## src/rtl/scanline_mixer.sv

```systemverilog
// Scanline darkening and sync alignment stage behind the scandoubler.
// Odd output lines are dimmed, vsync is re-timed to line starts, and all outputs are registered.

module scanline_dim #(
  parameter int DW = 6
) (
  input  logic [1:0]    mode,
  input  logic          en,
  input  logic [DW-1:0] c,
  output logic [DW-1:0] y
);
  always_comb begin
    y = c;
    if (en) begin
      case (mode)
        2'd1:    y = c - (c >> 2);
        2'd2:    y = c >> 1;
        2'd3:    y = c >> 2;
        default: y = c;
      endcase
    end
  end
endmodule

module scanline_mixer #(
  parameter int DW = 6
) (
  input  logic          clk_sys,
  input  logic          reset_n,
  input  logic          bypass,
  input  logic [1:0]    scanlines,
  input  logic          hs_in,
  input  logic          vs_in,
  input  logic [DW-1:0] r_in,
  input  logic [DW-1:0] g_in,
  input  logic [DW-1:0] b_in,
  output logic          hs_out,
  output logic          vs_out,
  output logic          cs_out,
  output logic [DW-1:0] r_out,
  output logic [DW-1:0] g_out,
  output logic [DW-1:0] b_out
);
  logic hs_d_q, vs_d_q;
  logic odd_line_q, odd_line_d;
  logic [1:0] mode_l_q, mode_l_d;
  logic vs_hold_q, vs_hold_d;
  logic vs_line_q, vs_line_d;
  logic hs_out_q, hs_out_d, vs_out_q, vs_out_d, cs_out_q, cs_out_d;
  logic [2:0][DW-1:0] rgb_in, rgb_dim, rgb_out_q;
  logic hs_fall, vs_edge, dark_en;

  assign hs_fall = hs_d_q & ~hs_in;
  assign vs_edge = vs_d_q ^ vs_in;
  assign rgb_in  = {r_in, g_in, b_in};

  always_comb begin
    odd_line_d = odd_line_q;
    mode_l_d   = mode_l_q;
    vs_hold_d  = vs_hold_q;
    vs_line_d  = vs_line_q;
    if (hs_fall) begin
      odd_line_d = ~odd_line_q;
      mode_l_d   = scanlines;
      vs_hold_d  = vs_in;
      vs_line_d  = vs_hold_q;
    end
    // A frame boundary always restarts parity, even on a coincident line start.
    if (vs_edge) odd_line_d = 1'b0;
  end

  // The pixel that arrives with the hsync fall already belongs to the new line.
  assign dark_en = odd_line_d & (mode_l_d != 2'd0) & ~bypass;

  for (genvar ch = 0; ch < 3; ch++) begin : g_ch
    scanline_dim #(.DW(DW)) u_dim (
      .mode (mode_l_d),
      .en   (dark_en),
      .c    (rgb_in[ch]),
      .y    (rgb_dim[ch])
    );
  end

  always_comb begin
    hs_out_d = hs_in;
    vs_out_d = bypass ? vs_in : vs_line_d;
    cs_out_d = ~(hs_out_d ^ vs_out_d);
  end

  always_ff @(posedge clk_sys or negedge reset_n) begin
    if (!reset_n) begin
      hs_d_q     <= 1'b0;
      vs_d_q     <= 1'b0;
      odd_line_q <= 1'b0;
      mode_l_q   <= 2'd0;
      vs_hold_q  <= 1'b0;
      vs_line_q  <= 1'b0;
      hs_out_q   <= 1'b0;
      vs_out_q   <= 1'b0;
      cs_out_q   <= 1'b0;
      rgb_out_q  <= '0;
    end else begin
      hs_d_q     <= hs_in;
      vs_d_q     <= vs_in;
      odd_line_q <= odd_line_d;
      mode_l_q   <= mode_l_d;
      vs_hold_q  <= vs_hold_d;
      vs_line_q  <= vs_line_d;
      hs_out_q   <= hs_out_d;
      vs_out_q   <= vs_out_d;
      cs_out_q   <= cs_out_d;
      rgb_out_q  <= rgb_dim;
    end
  end

  assign hs_out = hs_out_q;
  assign vs_out = vs_out_q;
  assign cs_out = cs_out_q;
  assign r_out  = rgb_out_q[2];
  assign g_out  = rgb_out_q[1];
  assign b_out  = rgb_out_q[0];
endmodule

```

## config.mk

```make
export PLATFORM = sky130hd
export DESIGN_NAME = scanline_mixer
export DESIGN_NICKNAME = d
export VERILOG_FILES = /design/src/rtl/scanline_mixer.sv
export SDC_FILE = /design/constraint.sdc
export NUM_CORES = 1
export LEC_CHECK = 0
export BUFFER_PORTS_ARGS = -buffer_cell sky130_fd_sc_hd__clkbuf_2
export CAP_MARGIN = 10
export CORE_ASPECT_RATIO = 0.8
export CORE_MARGIN = 8
export CORE_UTILIZATION = 55
export DETAILED_ROUTE_END_ITERATION = 12
export HOLD_SLACK_MARGIN = 0.1
export PLACE_DENSITY = 0.85
export SLEW_MARGIN = 20
export SYNTH_ARGS = -nofsm -noshare
export SYNTH_HDL_FRONTEND = slang
export SYNTH_SLANG_ARGS = --single-unit
```

## constraint.sdc

```tcl
create_clock -name clk_sys -period 3.87 [get_ports clk_sys]
set_input_delay 0.5805 -clock clk_sys [delete_from_list [all_inputs] [get_ports clk_sys]]
set_output_delay 0.5805 -clock clk_sys [all_outputs]
set_load 0.05 [all_outputs]
```

==> impl_metrics.toml, run 1 <==
[worst_setup_path]
cp.arrival_ps = 2980
start_kind = "primary input"
crit_required_ps = 4000
path_buf_inv = 2
rrSetupSlack_ps = 1060
rr_endpoint = "r_out[3]"
crit_family = "compound AO/OA/AOI/OAI gates"
ff2ff_path_depth = 5
cp_slowest_cell = "o211ai_2"
critical_path_class = "in -> reg"
crit_chain = "clkbuf_2 > nor2b_1 > mux2i_4 > inv_4 > o211ai_2 > o21ai_0"
regToRegStartpoint = "hs_out"
cp_max_fo = 23
critical_path.max_stage_delay_ps = 690
cp-end-kind = "register"

[timing]
fin_crit_sh = 0.737
setup_tns_ps = 0
skew_ps = 6.57
holdWs_ps = 320
layout_min_cycle_time_ps = 2850
rsz0062_at_grt = "false"
max-slew-margin-rel = 0.448
final_hold_viol_count = 0
setup_viol = 0
fmax_mhz = 351
finalMaxSlewViolations = 0
worstMarginPinSlew_ps = 825

[cts]
clkLatencyLatePin_ps = 280
ctsHoldBuffers = 0
clockBufferDepth = 2
cts_resized = 0
cts_setup_buffers = 0
cts_root_buf = "clkbuf_8"
cts_max_level = 1
cts_tree = "done"
clkTransAtPathRegs_ps = 100
clkSinkCount = 27
cts_buffers = 3

[yosys]
syn_area_sq_mm = 0.00183
ys_warn_count = 0
ys_seq_area_frac = 0.369
syn_nets = 234
syn-instance-count = 194
synth_seq_cells = 27
synth_area_per_cell_sq_um = 9.44
yosysUniqueCellTypes = 34

[route]
viasPerCell = 5.71
wl_mm = 4.52
vias = 1577
drt_pass1_iterations = 4
drt-initial-drc-count = 123
wire_per_inst_microns = 16.4
drc = 0
ant_nets = 0

[floorplan]
top_level_ports = 46
dieArea_sq_mm = 0.00544
initial_core_util = 0.585
die-width_microns = 80.5
rows = 18
die_h_microns = 67.6
coreArea_sq_mm = 0.00313

[power_and_ir_drop]
ir_drop_mv = 0.210
power_leakage_nw = 1.04
power.total_mw = 0.826
power_density_mw_per_mm2 = 391

[global_route]
grt_pass1_vias = 1563
grtUsageTotal = 0.170
grt_pass1_wl_mm = 7.40
antenna_found_initial = 0
grt_overflow = 0
grt_max_degree = 28

[finish]
fin_cells = 276
n_fill_cell = 292
ff_latch_area_sq_um = 676
multi_input_area_sq_mm = 0.00104
layout-drive-gt1-share = 0.271
insertedDiodeCount = 0
area_delta_synth_final_pct = 15.4
fin_nets = 277

[placed_design]
dpl.hpwl_mm = 3.50
gp_congestion = 0.832
place_inst = 272
portBuffers = 45

[job]
maxCapViolations = 0

[status]
outcome = "complete, no violations"

[hold_path]
hp-class = "in -> async"
[state kept, by name, summed over array words and instances, names as in the netlist]
| name | flops |
|---|---|
| r_out | 6 |
| vs_out | 1 |
| vs_line_q | 1 |
| cs_out | 1 |
| mode_l_q | 2 |
| g_out | 6 |
| hs_out | 1 |
| b_out | 6 |
| vs_hold_q | 1 |
| vs_d_q | 1 |
| odd_line_q | 1 |
[worst max path at each step]
stage,start,end,cells past startpoint
finish,hs_in,r_out[3],6
global placement,hs_in,r_out[3],6
detailed placement,hs_in,b_out[2],6
CTS,hs_in,b_out[2],6
floorplan,hs_out,b_out[1],6
global route,hs_in,g_out[2],6
[logic make-up after synthesis]
kind of cell	count (synthesis)	share of synthesized area
buf+inv	26	0.0649
flops	27	0.369
fa+ha+maj	15	0.115
mux	14	0.0943
compound gates	54	0.197
xor+xnor	6	0.0287
simple gates	52	0.131
[power breakdown]
group,switching (mW),internal (mW),total [mW]
Clock,0.0937,0.0733,0.167
Combinational,0.226,0.108,0.334
Sequential,0.0121,0.313,0.325
[per-stage QoR]
stage	worst slack (ps)	instance area, sq um	utilization
global placement	826	2060	0.659
global route	792	2110	0.675
floorplan	1770	1830	-
detailed placement	679	2060	0.659
finish	1020	2110	0.675
CTS	974	2110	0.675
[layout by cell type (no fill, tap or decap), drive strengths merged, types with 5 or more instances in the layout]
cell type and n:
mux2 6, o21ai 17, a21oi 6, nand3 8, a32oi 5, inv 18, ha 12, nand2 23
nor2 13, clkbuf 48, mux2i 8, dfrtp 27
[layout make-up]
class	count	area share
clock buffer	3	0.0195
clock inverter	1	0.00355
inverter	18	0.0332
multi-input combinational	141	0.490
sequential	27	0.320
tap	40	0.0237
timing repair buffer	46	0.110
[metal layers]
metal | routed length (microns) | global-route usage
met1 | 2110 | 0.224
met2 | 2050 | 0.280
met3 | 337 | 0.0477
met4 | 22 | 0.0204
met5 | 0 | 0
[Yosys cell counts]
cell type | n | share of area
ha_1 | 12 | 0.082
nor2_4 | 1 | 0.0062
a22oi_1 | 3 | 0.012
xnor2_1 | 4 | 0.019
mux2i_1 | 6 | 0.033
inv_4 | 1 | 0.0034
buf_2 | 3 | 0.0082
o21ai_1 | 3 | 0.0082
and2_1 | 1 | 0.0034
o22a_1 | 3 | 0.014
xor2_1 | 2 | 0.0096
nor2_1 | 12 | 0.025
or3b_2 | 3 | 0.014
mux2i_4 | 2 | 0.025
o22ai_1 | 3 | 0.010
o221ai_1 | 3 | 0.014
dfrtp_1 | 27 | 0.37
o21a_1 | 3 | 0.012
a31oi_1 | 3 | 0.010
fa_1 | 3 | 0.033
nand2_1 | 23 | 0.047
inv_1 | 17 | 0.035
buf_4 | 4 | 0.016
clkbuf_1 | 1 | 0.0020
o31ai_1 | 3 | 0.012
o21ai_0 | 14 | 0.038
o2111ai_1 | 1 | 0.0048
nand3_1 | 8 | 0.022
a32oi_1 | 5 | 0.024
a21o_1 | 3 | 0.012
nor2b_1 | 4 | 0.014
a21oi_1 | 6 | 0.016
mux2_2 | 6 | 0.037
o211ai_2 | 1 | 0.0068
[worst reg2reg max path: cells and delay by family, from the launching register on]
family | cells | cell delay, ps
mux | 1 | 620
compound gates | 2 | 930
simple gates | 1 | 590
buf+inv | 1 | 180
flops | 1 | 350
Note: power is estimated with default switching activity, not from simulation.
==> inputs of run 2 (changes only) <==
Settings changed: CORE_UTILIZATION 55 to 48, PLACE_DENSITY 0.85 to 0.79.
Clock period 3.87 ns to 2.4 ns, I/O delays scaled along.
==> impl_metrics.toml, run 2 (same netlist as run 1, synthesis figures left out) <==
[status]
outcome = "complete, no violations"

[placed_design]
portBuffers = 45
dpl.hpwl_mm = 3.37
gp_congestion = 0.859

[global_route]
grt_pass1_wl_mm = 7.45
antenna_found_initial = 0
grt_overflow = 0
grtUsageTotal = 0.151
grt_pass1_vias = 1653
grt_max_degree = 28

[timing]
fmax_mhz = 509
final_hold_viol_count = 0
finalMaxSlewViolations = 0
rsz0062_at_grt = "false"
setup_tns_ps = 0
layout_min_cycle_time_ps = 1970
setup_viol = 0
skew_ps = 4.49
fin_crit_sh = 0.819
max-slew-margin-rel = 0.551
worstMarginPinSlew_ps = 674

[floorplan]
die_h_microns = 71.2
die-width_microns = 85.0
top_level_ports = 46
coreArea_sq_mm = 0.00373
rows = 20
initial_core_util = 0.491
dieArea_sq_mm = 0.00606

[finish]
final_cell_mix = "clkbuf_2, dfrtp_1, nand2_1"
multi_input_area_sq_mm = 0.00104
area_delta_synth_final_pct = 17.4
ff_latch_area_sq_um = 676
final_common_cell = "clkbuf_2"
n_fill_cell = 334
insertedDiodeCount = 0
fin_nets = 281
layout-drive-gt1-share = 0.283

[worst_setup_path]
path_buf_inv = 3
start_kind = "register"
critPathMostFrequentCell = "buf_4"
rr_endpoint = "g_out[3]"
crit_required_ps = 2560
rrSetupSlack_ps = 430
crit_chain = "nor2b_1 > buf_4 > mux2i_4 > inv_4 > o211ai_2 > buf_4 > o21ai_0"
cp_slowest_cell = "mux2i_4"
cp-end-kind = "register"
cp_max_fo = 23
crit_path_end = "g_out[3]"
ff2ff_path_depth = 7
cp.arrival_ps = 2130
crit_family = "buffers and inverters"
critical_path_class = "reg -> reg"
startpoint = "hs_out"
crit_cells = 7
critical_path.max_stage_delay_ps = 450
regToRegStartpoint = "hs_out"

[power_and_ir_drop]
power_density_mw_per_mm2 = 622
p_comb_frac = 0.407
ir_drop_mv = 0.319
switching_share = 0.399
power.total_mw = 1.34
p_sw_mw = 0.533
p_int_mw = 0.804
power_leakage_nw = 1.06
clockPowerShare = 0.203
seqPwrFrac = 0.390

[cts]
cts_resized = 0
cts_setup_buffers = 0
clkTransAtPathRegs_ps = 100
cts_max_level = 1
cts_buffers = 3
clkLatencyLatePin_ps = 280
clkSinkCount = 27
clockBufferDepth = 2
cts_tree = "done"
ctsHoldBuffers = 0
cts_root_buf = "clkbuf_8"

[route]
viasPerCell = 5.62
wl_mm = 4.33
ant_nets = 0
wire_per_inst_microns = 15.2
drt_pass1_iterations = 4
drt-initial-drc-count = 157
drc = 0
vias = 1596

[hold_path]
hp-class = "in -> async"

[job]
maxCapViolations = 0
run 2: power by group through the flow:
stage	registers (mW)	clock network, mW	logic (mW)
4_1_cts	0.522	0.275	0.546
5_1_grt	0.526	0.294	0.593
3_3_place_gp	0.530	0	0.534
6_report	0.522	0.271	0.545
2_1_floorplan	0.660	0	0.270
3_5_place_dp	0.530	0	0.544
run 2: how the worst min path moves through the flow:
stage	end	slack, ps	depth (start not counted)	startpoint
floorplan	b_out[0]	60	0	reset_n
global placement	vs_line_q	410	1	reset_n
detailed placement	vs_out	430	1	reset_n
CTS	mode_l_q[1]	120	1	reset_n
global route	vs_out	150	1	reset_n
finish	mode_l_q[1]	100	1	reset_n
run 2: cell type report:
type	count	share of cell area
multi-input cells	141	0.482
clock buffers	3	0.0192
well taps	44	0.0256
clock inverters	1	0.00349
inverters	18	0.0326
flip-flops and latches	27	0.315
repair buffers	50	0.122
run 2: metrics by stage:
stage | cell area [sq um] | worst slack [ps] | util | instances | hold WS [ps]
6_report | 2150 | 434 | 0.576 | 284 | 97.3
5_1_grt | 2150 | 280 | 0.576 | 284 | 146
2_1_floorplan | 1830 | 301 | - | 194 | 64.4
4_1_cts | 2150 | 421 | 0.576 | 284 | 115
3_5_place_dp | 2100 | 322 | 0.563 | 280 | 427
3_3_place_gp | 2100 | 387 | 0.563 | 280 | 414
run 2: layer usage:
| layer | GRT usage | routed length [microns] | part of all wire | vias to the layer above |
|---|---|---|---|---|
| met5 | 0 | 0 | 0 | - |
| met4 | 0.0472 | 80 | 0.018 | 0 |
| met3 | 0.0526 | 394 | 0.091 | 10 |
| met2 | 0.225 | 1850 | 0.43 | 70 |
| met1 | 0.200 | 2010 | 0.46 | 739 |
| li1 | - | - | - | 777 |
==> inputs of run 3 (changes only) <==
Clock period 2.4 ns to 1.7 ns, I/O delays scaled along.
==> impl_metrics.toml, run 3 (same netlist as run 1, synthesis figures left out) <==
[timing]
layout_setup_ws_ps = -8.45
setup_viol = 1
layout_min_cycle_time_ps = 1710
max-slew-margin-rel = 0.544
finalMaxSlewViolations = 0
holdWs_ps = 140
worstMarginPinSlew_ps = 684
fin_crit_sh = 1.00
fmax_mhz = 585
skew_ps = 3.85
final_hold_viol_count = 0
rsz0062_at_grt = "true"

[power_and_ir_drop]
power_leakage_nw = 1.36
ir_drop_mv = 0.403
power_density_mw_per_mm2 = 801

[cts]
clkTransAtPathRegs_ps = 100
clockBufferDepth = 2
cts_root_buf = "clkbuf_8"
cts_buffers = 3
clkSinkCount = 27
cts_max_level = 1
clkLatencyLatePin_ps = 280
cts_tree = "done"

[status]
failed_checks = "setup timing"
outcome = "complete, but fails checks"

[finish]
fin_nets = 333
layout-drive-gt1-share = 0.462
final_cell_mix = "buf_4, clkbuf_2, dfrtp_1"
final_common_cell = "buf_4"
ff_latch_area_sq_um = 677
insertedDiodeCount = 0
area_delta_synth_final_pct = 46.3
multi_input_area_sq_mm = 0.00112
n_fill_cell = 289
fin_util = 0.718

[global_route]
grt_pass1_wl_mm = 8.57
grt_max_degree = 28
grtUsageTotal = 0.169
antenna_found_initial = 0
grt_pass1_vias = 1844
grt_overflow = 0

[worst_setup_path]
cp_max_fo = 8
critical_path_class = "reg -> reg"
crit_required_ps = 1870
start_kind = "register"
cp.arrival_ps = 1880
cp-end-kind = "register"

[route]
viasPerCell = 5.38
drt-initial-drc-count = 133
drc = 0
wl_mm = 5.04
ant_nets = 0
wire_per_inst_microns = 15.0
drt_pass1_iterations = 4
vias = 1809

[hold_path]
hp-class = "in -> reg"

[floorplan]
rows = 20
die-width_microns = 85.0
coreArea_sq_mm = 0.00373
dieArea_sq_mm = 0.00606
die_h_microns = 71.2
top_level_ports = 46
initial_core_util = 0.491

[placed_design]
gp_congestion = 0.880
portBuffers = 45
dpl.hpwl_mm = 3.76

[job]
maxCapViolations = 0
[run 3: cell count changes in the layout (fill, tap and decap cells not counted), sizes merged]
cell and delta:
dlygate4sd3 +1, buf +51
[run 3: worst max-delay path, stage by stage (launching register included)]
cell,delay (ps)
dfrtp_2,370
nor2b_4,240
mux2i_4,280
buf_12,170
inv_8,50
buf_12,120
mux2i_1,110
a32oi_1,180
o21ai_1,90
[run 3: metal layers]
layer / vias up / track usage / wire length (microns)
met3: 4 / 0.0491 / 347
met1: 864 / 0.206 / 2190
met5: - / 0 / 0
met2: 55 / 0.293 / 2470
li1: 886 / - / -
met4: 0 / 0.0256 / 31
[run 3: layout make-up]
| cell class | instances | share of cell area |
|---|---|---|
| clock buffer | 3 | 0.0154 |
| clock inverter | 1 | 0.00280 |
| inverter | 18 | 0.0290 |
| multi-input combinational | 141 | 0.419 |
| sequential | 27 | 0.253 |
| tap | 44 | 0.0206 |
| timing repair buffer | 102 | 0.260 |
[run 3: final timing paths]
path                                start  slack [ps]  cells after the start         to
worst max-delay path               hs_out          -8                      8   g_out[3]
min in group asynchronous         reset_n         550                      2     cs_out
worst max register to register     hs_out          -8                      8   g_out[3]
worst min register to register  vs_line_q         510                      1  vs_line_q
worst min-delay path                vs_in         140                      1     vs_d_q
max in group asynchronous         reset_n         680                      2     hs_out
[run 3: power breakdown]
part / total [mW] / switching [mW] / internal, mW
Combinational: 1.03 / 0.591 / 0.437
Sequential: 0.738 / 0.0265 / 0.712
Clock: 0.378 / 0.212 / 0.167
Total: 2.14 / 0.829 / 1.32
[run 3: stage by stage]
stage / area (sq um) / setup WS (ps) / total power, mW / TNS, ps / cells
final: 2680 / -8.45 / 2.14 / -8.45 / 336
after global routing: 2680 / -126 / 2.26 / -1170 / 336
after CTS: 2590 / -52.6 / 2.10 / -106 / 331
after detailed placement: 2500 / -171 / 1.68 / -1260 / 325
after global placement: 2500 / -146 / 1.66 / -834 / 325
after floorplan: 1870 / -259 / 1.33 / -4100 / 194
[run 3: repair_timing]
item,CTS,global route
pin swaps,4,6
endpoints found under the setup margin,16,19
hold endpoints to repair,27,0
setup buffers,2,5
resized for setup,16,15
hold buffers,1,0
